### src/rtl/eee_colour_bbox_if.sv
// Pixel stream link carrying {R,G,B} beats with valid/ready flow control and packet framing.
// The producer drives data/valid/sop/eop and the consumer drives ready.
interface eee_colour_bbox_if;
   logic [23:0] data;
   logic        valid;
   logic        ready;
   logic        sop;
   logic        eop;

   modport master (output data, output valid, output sop, output eop, input ready);
   modport slave  (input data, input valid, input sop, input eop, output ready);
endinterface

### src/rtl/eee_colour_bbox.sv
// Colour bounding-box tracker: finds pixels equal to target_col, publishes their per-frame box, overlays the previous box.
// Optional feature macro BBOX_MINCOUNT_EN: a box is only reported as found when at least MIN_PIXELS pixels matched.
module eee_colour_bbox #(
   parameter logic [10:0] IMAGE_W    = 11'd640,
   parameter logic [10:0] IMAGE_H    = 11'd480
`ifdef BBOX_MINCOUNT_EN
   ,
   parameter logic [15:0] MIN_PIXELS = 16'd16
`endif
) (
   input  logic                    clk,
   input  logic                    reset_n,
   eee_colour_bbox_if.slave        sink,
   eee_colour_bbox_if.master       source,
   input  logic [23:0]             target_col,
   input  logic [23:0]             bb_col,
   input  logic                    mode,
   output logic [10:0]             bbox_left,
   output logic [10:0]             bbox_right,
   output logic [10:0]             bbox_top,
   output logic [10:0]             bbox_bottom,
   output logic                    bbox_found,
   output logic                    bbox_strobe
);

   logic        sink_ready_s;
   logic        accept_s;
   logic        sop_beat_s;
   logic        data_beat_s;
   logic        match_s;
   logic        eof_s;
   logic        found_s;
   logic        on_vert_s;
   logic        on_horz_s;
   logic [23:0] pix_s;

   logic [23:0] src_data_q;
   logic        src_valid_q;
   logic        src_sop_q;
   logic        src_eop_q;

   logic        packet_video_q, packet_video_d;
   logic [10:0] x_q, x_d;
   logic [10:0] y_q, y_d;
   logic [10:0] min_x_q, min_x_d;
   logic [10:0] max_x_q, max_x_d;
   logic [10:0] min_y_q, min_y_d;
   logic [10:0] max_y_q, max_y_d;
   logic        hit_q, hit_d;

   logic [10:0] bbox_left_q, bbox_left_d;
   logic [10:0] bbox_right_q, bbox_right_d;
   logic [10:0] bbox_top_q, bbox_top_d;
   logic [10:0] bbox_bottom_q, bbox_bottom_d;
   logic        bbox_found_q;
   logic        bbox_strobe_q;

   assign sink_ready_s = ~src_valid_q | source.ready;
   assign sink.ready   = sink_ready_s;
   assign accept_s     = sink.valid & sink_ready_s;
   assign sop_beat_s   = accept_s & sink.sop;
   assign data_beat_s  = accept_s & ~sink.sop & packet_video_q;
   assign match_s      = data_beat_s & (sink.data == target_col);
   assign eof_s        = data_beat_s & sink.eop;

   assign source.data  = src_data_q;
   assign source.valid = src_valid_q;
   assign source.sop   = src_sop_q;
   assign source.eop   = src_eop_q;

   assign bbox_left    = bbox_left_q;
   assign bbox_right   = bbox_right_q;
   assign bbox_top     = bbox_top_q;
   assign bbox_bottom  = bbox_bottom_q;
   assign bbox_found   = bbox_found_q;
   assign bbox_strobe  = bbox_strobe_q;

   // Raster position and match accumulators; an SOP re-arms everything and drops any unfinished frame
   always_comb begin
      packet_video_d = packet_video_q;
      x_d            = x_q;
      y_d            = y_q;
      min_x_d        = min_x_q;
      max_x_d        = max_x_q;
      min_y_d        = min_y_q;
      max_y_d        = max_y_q;
      hit_d          = hit_q;
      if (sop_beat_s) begin
         packet_video_d = (sink.data[3:0] == 4'd0);
         x_d            = 11'd0;
         y_d            = 11'd0;
         min_x_d        = 11'h7FF;
         max_x_d        = 11'd0;
         min_y_d        = 11'h7FF;
         max_y_d        = 11'd0;
         hit_d          = 1'b0;
      end else if (data_beat_s) begin
         if (x_q == IMAGE_W - 11'd1) begin
            x_d = 11'd0;
            if (y_q >= IMAGE_H - 11'd1) begin
               y_d = y_q;
            end else begin
               y_d = y_q + 11'd1;
            end
         end else begin
            x_d = x_q + 11'd1;
            y_d = y_q;
         end
         if (match_s) begin
            min_x_d = (x_q < min_x_q) ? x_q : min_x_q;
            max_x_d = (x_q > max_x_q) ? x_q : max_x_q;
            min_y_d = (y_q < min_y_q) ? y_q : min_y_q;
            max_y_d = (y_q > max_y_q) ? y_q : max_y_q;
            hit_d   = 1'b1;
         end else begin
            hit_d   = hit_q;
         end
      end else begin
         hit_d = hit_q;
      end
   end

`ifdef BBOX_MINCOUNT_EN
   logic [15:0] count_q, count_d;

   // Saturating match counter, only meaningful together with hit
   always_comb begin
      if (sop_beat_s) begin
         count_d = 16'd0;
      end else if (match_s && (count_q != 16'hFFFF)) begin
         count_d = count_q + 16'd1;
      end else begin
         count_d = count_q;
      end
   end

   // Match counter register
   always_ff @(posedge clk or negedge reset_n) begin
      if (!reset_n) begin
         count_q <= 16'd0;
      end else begin
         count_q <= count_d;
      end
   end

   assign found_s = hit_d & (count_d >= MIN_PIXELS);
`else
   assign found_s = hit_d;
`endif

   // Box published at end of frame includes the EOP pixel itself; an unfound box reports zero coordinates
   always_comb begin
      if (found_s) begin
         bbox_left_d   = min_x_d;
         bbox_right_d  = max_x_d;
         bbox_top_d    = min_y_d;
         bbox_bottom_d = max_y_d;
      end else begin
         bbox_left_d   = 11'd0;
         bbox_right_d  = 11'd0;
         bbox_top_d    = 11'd0;
         bbox_bottom_d = 11'd0;
      end
   end

   // Overlay draws the latched previous-frame box; detection above always sees the raw input
   always_comb begin
      on_vert_s = ((x_q == bbox_left_q) | (x_q == bbox_right_q)) &
                  (y_q >= bbox_top_q) & (y_q <= bbox_bottom_q);
      on_horz_s = ((y_q == bbox_top_q) | (y_q == bbox_bottom_q)) &
                  (x_q >= bbox_left_q) & (x_q <= bbox_right_q);
      if (mode & packet_video_q & ~sink.sop & bbox_found_q & (on_vert_s | on_horz_s)) begin
         pix_s = bb_col;
      end else begin
         pix_s = sink.data;
      end
   end

   // Output register stage, tracking state and latched box
   always_ff @(posedge clk or negedge reset_n) begin
      if (!reset_n) begin
         src_data_q     <= 24'd0;
         src_valid_q    <= 1'b0;
         src_sop_q      <= 1'b0;
         src_eop_q      <= 1'b0;
         packet_video_q <= 1'b0;
         x_q            <= 11'd0;
         y_q            <= 11'd0;
         min_x_q        <= 11'd0;
         max_x_q        <= 11'd0;
         min_y_q        <= 11'd0;
         max_y_q        <= 11'd0;
         hit_q          <= 1'b0;
         bbox_left_q    <= 11'd0;
         bbox_right_q   <= 11'd0;
         bbox_top_q     <= 11'd0;
         bbox_bottom_q  <= 11'd0;
         bbox_found_q   <= 1'b0;
         bbox_strobe_q  <= 1'b0;
      end else begin
         if (accept_s) begin
            src_data_q  <= pix_s;
            src_valid_q <= 1'b1;
            src_sop_q   <= sink.sop;
            src_eop_q   <= sink.eop;
         end else if (source.ready) begin
            src_valid_q <= 1'b0;
         end else begin
            src_valid_q <= src_valid_q;
         end
         packet_video_q <= packet_video_d;
         x_q            <= x_d;
         y_q            <= y_d;
         min_x_q        <= min_x_d;
         max_x_q        <= max_x_d;
         min_y_q        <= min_y_d;
         max_y_q        <= max_y_d;
         hit_q          <= hit_d;
         bbox_strobe_q  <= eof_s;
         if (eof_s) begin
            bbox_left_q   <= bbox_left_d;
            bbox_right_q  <= bbox_right_d;
            bbox_top_q    <= bbox_top_d;
            bbox_bottom_q <= bbox_bottom_d;
            bbox_found_q  <= found_s;
         end else begin
            bbox_found_q  <= bbox_found_q;
         end
      end
   end

endmodule

### src/flat_wrapper.sv
// flat-port wrapper written by rule: the top's interface ports become plain ports
module eee_colour_bbox_flat 
#(
   parameter logic [10:0] IMAGE_W    = 11'd640,
   parameter logic [10:0] IMAGE_H    = 11'd480

)
  (clk, reset_n, target_col, bb_col, mode, bbox_left, bbox_right, bbox_top, bbox_bottom, bbox_found, bbox_strobe, sink_data, sink_valid, sink_sop, sink_eop, sink_ready, source_data, source_valid, source_sop, source_eop, source_ready);
  eee_colour_bbox_if sink_i ();
  eee_colour_bbox_if source_i ();
  input  logic clk;
  input  logic reset_n;
  input  logic [23:0] target_col;
  input  logic [23:0] bb_col;
  input  logic mode;
  output logic [10:0] bbox_left;
  output logic [10:0] bbox_right;
  output logic [10:0] bbox_top;
  output logic [10:0] bbox_bottom;
  output logic bbox_found;
  output logic bbox_strobe;
  input wire logic [$bits(sink_i.data)-1:0] sink_data;
  input wire logic [$bits(sink_i.valid)-1:0] sink_valid;
  input wire logic [$bits(sink_i.sop)-1:0] sink_sop;
  input wire logic [$bits(sink_i.eop)-1:0] sink_eop;
  output wire logic [$bits(sink_i.ready)-1:0] sink_ready;
  output wire logic [$bits(source_i.data)-1:0] source_data;
  output wire logic [$bits(source_i.valid)-1:0] source_valid;
  output wire logic [$bits(source_i.sop)-1:0] source_sop;
  output wire logic [$bits(source_i.eop)-1:0] source_eop;
  input wire logic [$bits(source_i.ready)-1:0] source_ready;
  assign sink_i.data = sink_data;
  assign sink_i.valid = sink_valid;
  assign sink_i.sop = sink_sop;
  assign sink_i.eop = sink_eop;
  assign sink_ready = sink_i.ready;
  assign source_data = source_i.data;
  assign source_valid = source_i.valid;
  assign source_sop = source_i.sop;
  assign source_eop = source_i.eop;
  assign source_i.ready = source_ready;
  eee_colour_bbox #(.IMAGE_W(IMAGE_W), .IMAGE_H(IMAGE_H)) u_core (.clk(clk), .reset_n(reset_n), .sink(sink_i), .source(source_i), .target_col(target_col), .bb_col(bb_col), .mode(mode), .bbox_left(bbox_left), .bbox_right(bbox_right), .bbox_top(bbox_top), .bbox_bottom(bbox_bottom), .bbox_found(bbox_found), .bbox_strobe(bbox_strobe));
endmodule
### config.mk
export PLATFORM = sky130hd
export DESIGN_NAME = eee_colour_bbox_flat
export DESIGN_NICKNAME = d
export VERILOG_FILES = /design/src/rtl/eee_colour_bbox_if.sv /design/src/rtl/eee_colour_bbox.sv /design/src/flat_wrapper.sv
export SDC_FILE = /design/constraint.sdc
export NUM_CORES = 1
export LEC_CHECK = 0
export BUFFER_PORTS_ARGS = -buffer_cell sky130_fd_sc_hd__clkbuf_2
export CORE_UTILIZATION = 56
export CTS_CLUSTER_SIZE = 8
export DETAILED_ROUTE_END_ITERATION = 8
export PLACE_DENSITY = 0.8
export RECOVER_POWER = 25
export SLEW_MARGIN = 20
export SYNTH_ARGS = -nofsm -noshare
export SYNTH_HDL_FRONTEND = slang
export SYNTH_SLANG_ARGS = --single-unit
### constraint.sdc
create_clock -name clk -period 3.1 [get_ports clk]
set_input_delay 0.465 -clock clk [delete_from_list [all_inputs] [get_ports clk]]
set_output_delay 0.465 -clock clk [all_outputs]
set_load 0.01 [all_outputs]
### Word-level counts from Yosys, hierarchy flattened

Cells that the tools add are included.

* magnitude comparators: 9
* equality and inequality tests: 7
* $add $sub $neg: 2
* muxes and demuxes: 33
* bitwise operators: 20
* reductions and logical operators: 5

Operator list (number)
* two-way mux 11 bit: 27
* equality test 11 bit: 4
* equality test 24 bit: 1
* two-way mux 24 bit: 1
* adder 11 x 1 -> 11 bit (second input constant): 2
* >= comparator 11 bit: 2
* > comparator 11 bit: 2
* less-or-equal comparator 11 bit: 2
* < comparator 11 bit: 2
* bitwise AND 1 bit: 14
* equality test 11 x 10 -> 1 bit (second input constant): 1
* >= comparator 11 x 9 -> 1 bit (second input constant): 1
* nonzero test 2 bit: 3
* two-way mux 1 bit: 5
* zero test 4 bit: 1
* bitwise OR 1 bit: 4
* AND reduction 3 bit: 1
* != test 2 x 1 -> 1 bit (second input constant): 1
* NOT 1 bit: 2

* bits of input ports: 79
* output and inout bits: 74
* word-level logic and storage cells: 94
* bits in registers: 141

### Logic depth before layout (Yosys ltp)

* word-level depth: 10
* depth in mapped cells: 11
* gate-level depth less buffers: 9

### Least setup slack after synthesis

Ideal clock, no wire load.

* path type: input to register
* from: input port source_ready
* to: register u_core.bbox_left_q[1] (netlist: u_core.bbox_left[1])
* required time: 2967 ps
* path buffers: 3
* setup slack: 433 ps
* stages on the path: 10
* library setup time: 133 ps
* data arrival time: 2534 ps
* cells stage by stage: nand2b_1 > and3_1 > clkbuf_1 > nand4_1 > or4_1 > buf_6 > a2111oi_4 > buf_6 > mux2i_1 > o22ai_2

* longest elaborated chain between the ends: 9
* elaborated cells on any way between the ends: 14
* classes of those cells: mux: 7; bitwise: 7

RTL lines
* from (decl): RTL line flat_wrapper.sv:31 `input wire logic [$bits(source_i.ready)-1:0] source_ready;`
* bitwise OR 1 bit *: RTL line eee_colour_bbox.sv:58 `assign sink_ready_s = ~src_valid_q | source.ready;`
* bitwise AND 1 bit *: RTL line eee_colour_bbox.sv:60 `assign accept_s = sink.valid & sink_ready_s;`
* bitwise AND 1 bit (2 in a row): RTL line eee_colour_bbox.sv:62 `assign data_beat_s = accept_s & ~sink.sop & packet_video_q;`
* bitwise AND 1 bit: RTL line eee_colour_bbox.sv:63 `assign match_s = data_beat_s & (sink.data == target_col);`
* two-way mux 11 bit or two-way mux 1 bit (tied branches): RTL line eee_colour_bbox.sv:109 `if (match_s) begin`
* two-way mux 11 bit or two-way mux 1 bit (tied branches): RTL line eee_colour_bbox.sv:97 `end else if (data_beat_s) begin`
* two-way mux 11 bit or two-way mux 1 bit (tied branches): RTL line eee_colour_bbox.sv:88 `if (sop_beat_s) begin`
* two-way mux 11 bit: RTL line eee_colour_bbox.sv:153 `if (found_s) begin`
* to (signal assigned): RTL line eee_colour_bbox.sv:221 `bbox_left_q <= bbox_left_d;`
* to (decl): RTL line eee_colour_bbox.sv:51 `logic [10:0] bbox_left_q, bbox_left_d;`

Mark *: on every way between the ends. The rest lies on a longest branch, timed or not.
A chain may end at the register's enable or synchronous reset.

### Worst setup path in the final report

* from: register u_core.x_q[6]
* to: register u_core.y_q[6]

* longest elaborated chain between the ends: 3

RTL lines
* from (decl): RTL line eee_colour_bbox.sv:43 `logic [10:0] x_q, x_d;`
* from (signal assigned): RTL line eee_colour_bbox.sv:187 `x_q <= 11'd0;`
* from (signal assigned): RTL line eee_colour_bbox.sv:212 `x_q <= x_d;`
* equality test 11 x 10 -> 1 bit: RTL line eee_colour_bbox.sv:98 `if (x_q == IMAGE_W - 11'd1) begin`
* nonzero test 2 bit (no source line)
* AND reduction 3 bit (no source line)
* to (signal assigned): RTL line eee_colour_bbox.sv:213 `y_q <= y_d;`
* to (decl): RTL line eee_colour_bbox.sv:44 `logic [10:0] y_q, y_d;`

No other way between the ends.

==> flow_summary.toml <==
[final_layout]
final_util = 0.709
largest_reg_flops = 24
diodes = 0
layout-drive-gt1-share = 0.229
final_nets = 1206
syn_to_final_growth_pct = 21.9
stdcell_count = 1231

[yosys]
async_flop_share = 1.00
yosysMostFrequentCell = "dfrtp_1"
ys_top_cells_by_area = "dfrtp_1 43%, ha_1 13%, mux2i_1 5.5%"
synthCells = 857
ys_top_cells_by_count = "141 x dfrtp_1, 103 x nand2_1, 88 x ha_1, 88 x inv_1, 48 x nor2_1"
seq_area_frac_synth = 0.431
synth_area_leader_cell = "dfrtp_1"
synth_top_area_frac = 0.431
ys_ff_latch = 141
synth_enable_flop_cells = 0
syn_area_um2 = 8190
synth.distinct_cells = 47
ys_warn_count = 0
synth-main-ff-cell = "dfrtp_1"
postSynthAreaPerCell_um2 = 9.56
synth_fp_nets = 1024

[setup_path]
critPathRequiredTime_ns = 3.39
critPathSlowestCell = "a2111oi_4"
reg2reg_slack_ns = 0.12
crit_start = "u_core.x_q[6]$_DFFE_PN0P_"
crit_type = "flip-flop to flip-flop"
crit_arrival_ns = 3.27
crit_chain = "buf_4 > or4b_1 > or4_1 > a2111oi_4 > nand2_2 > nor2_2 > xnor2_1 > nor2_1"
rr_worst_depth = 8
crit_path_end = "u_core.y_q[6]$_DFFE_PN0P_"
worstSetupStartpointType = "flip-flop"
r2r_end = "u_core.y_q[6]$_DFFE_PN0P_"
critical_path.max_fanout = 7
critPathMaxStageDelay_ns = 0.61
crit-reg2reg-launch = "u_core.x_q[6]$_DFFE_PN0P_"
endpoint_kind = "flip-flop"

[grt]
antenna_found_initial = 0
grt_remaining_overflow = 0
grt_max_degree = 67
grt_pass1_vias = 7046
grt_pass1_wl_um = 35000
track_usage = 0.310

[cts]
postCtsSetupBuffers = 0
htreeDepth = 4
cts_buffer_depth = 2
clock-sinks = 141
cts_tree = "built"
clock_latency_ns = 0.43
cts.root.buffer_cell = "clkbuf_16"
cts_hold_repair.buffers = 0
cts_resized = 0
cts_buffers = 17
path_clk_slew_ns = 0.06

[drt]
wl_um = 21900
drc_errors = 0
initialDrtViolationCount = 608
drt-pass1-iter-count = 5
wl_per_cell_um = 17.8
vias = 7197
ant_nets = 0
vias_per_cell = 5.85

[pwr]
p_leak_nw = 5.30
p_per_area_nw_per_um2 = 523
ir_drop_uv = 435
total_power_mw = 5.22

[run_status]
violations = "max-capacitance violations, max-slew violations"
status = "finished with violations"

[worst_hold_path]
hp-start = "bb_col[16]"
hold_class = "input pin to flip-flop"
whs_path_depth = 3

[floorplanning]
core_area_um2 = 14100
initial_utilization = 0.581
die_area_um2 = 15100
placementRows = 43
io-pin-count = 153
chipHeight_um = 123
fp.dieW_um = 123

[timing]
slew_viol_final = 66
setup_tns_ns = 0
fin_ws_ns = 0.119
slew_headroom = -0.150
min_period_ns = 2.98
hold_violations = 0
period_share = 0.962
rsz0062_at_grt = "false"
skew_ns = 0.00957
max_slew.worst_pin.slew_ns = 1.73
fmax_mhz = 335
setup_violations = 0

[placed_design]
gp_congestion = 0.902
place_ws_ns = 0.0822
hpwl_um = 15800
portBuffers = 152
dp_cells = 1200

[job]
max_cap_violations = 1
## logic make-up after synthesis
logic type	after synthesis	share of synthesized area
DFF	141	0.431
buffers and inverters	126	0.0614
AOI/OAI and AO/OA	162	0.133
adders and majority gates	88	0.134
xor gates and xnor gates	33	0.0353
muxes	45	0.0550
and+or+nand+nor	262	0.150
## area by class of cell
cell class | instances | area, µm²
multi-input combinational | 590 | 4180
fill | 1104 | 4110
sequential | 141 | 3530
timing repair buffer | 200 | 1150
clock buffer | 20 | 457
inverter | 89 | 334
tap | 180 | 225
clock inverter | 11 | 119
## where the power goes
| group | total, mW | switching [mW] | internal [mW] |
|---|---|---|---|
| Combinational | 1.05 | 0.616 | 0.437 |
| Sequential | 2.18 | 0.128 | 2.05 |
| Clock | 1.99 | 0.778 | 1.22 |
| Total | 5.22 | 1.52 | 3.70 |
## layer usage
layer,up-vias,share of wire,global-route usage
li1,3387,-,-
met1,3488,0.41,0.385
met2,272,0.48,0.508
met3,50,0.069,0.0807
met4,0,0.032,0.135
met5,-,0,0
## per-stage QoR
step / hold WS, ns / cell area [µm²]
final: 0.273 / 9990
after CTS: 0.0583 / 10000
after detailed placement: 0.472 / 9420
after floorplan: 0.169 / 8190
after global routing: 0.274 / 9990
after global placement: 0.462 / 9420
## how the worst min path moves through the flow
stage,to,slack (ns)
after detailed placement,u_core.source.eop$_DFFE_PN0P_,0.47
final,u_core.source.data[16]$_DFFE_PN0P_,0.27
after global placement,u_core.source.sop$_DFFE_PN0P_,0.46
after global routing,u_core.source.data[7]$_DFFE_PN0P_,0.27
after CTS,u_core.bbox_right[3]$_DFFE_PN0P_,0.06
after floorplan,u_core.bbox_bottom[0]$_DFFE_PN0P_,0.17
## placed cells by master (no fill, tap or decap), types with 22 or more instances in the layout
master	instances
a21oi_1	33
mux2i_1	45
inv_1	88
nor2_1	48
clkbuf_2	152
nand4_1	22
nand3_1	42
o211ai_1	24
buf_4	46
o21ai_0	25
nand2_1	103
o22ai_1	39
ha_1	88
dfrtp_1	141
## worst max-delay path, delay by kind of cell (launching register included)
kind / cells / cell delay (ns)
xor gates and xnor gates: 1 / 0.13
AOI/OAI and AO/OA: 1 / 0.61
and+or+nand+nor: 5 / 1.31
buffers and inverters: 1 / 0.21
DFF: 1 / 0.56
No activity file was read; power rests on OpenSTA's default activity.
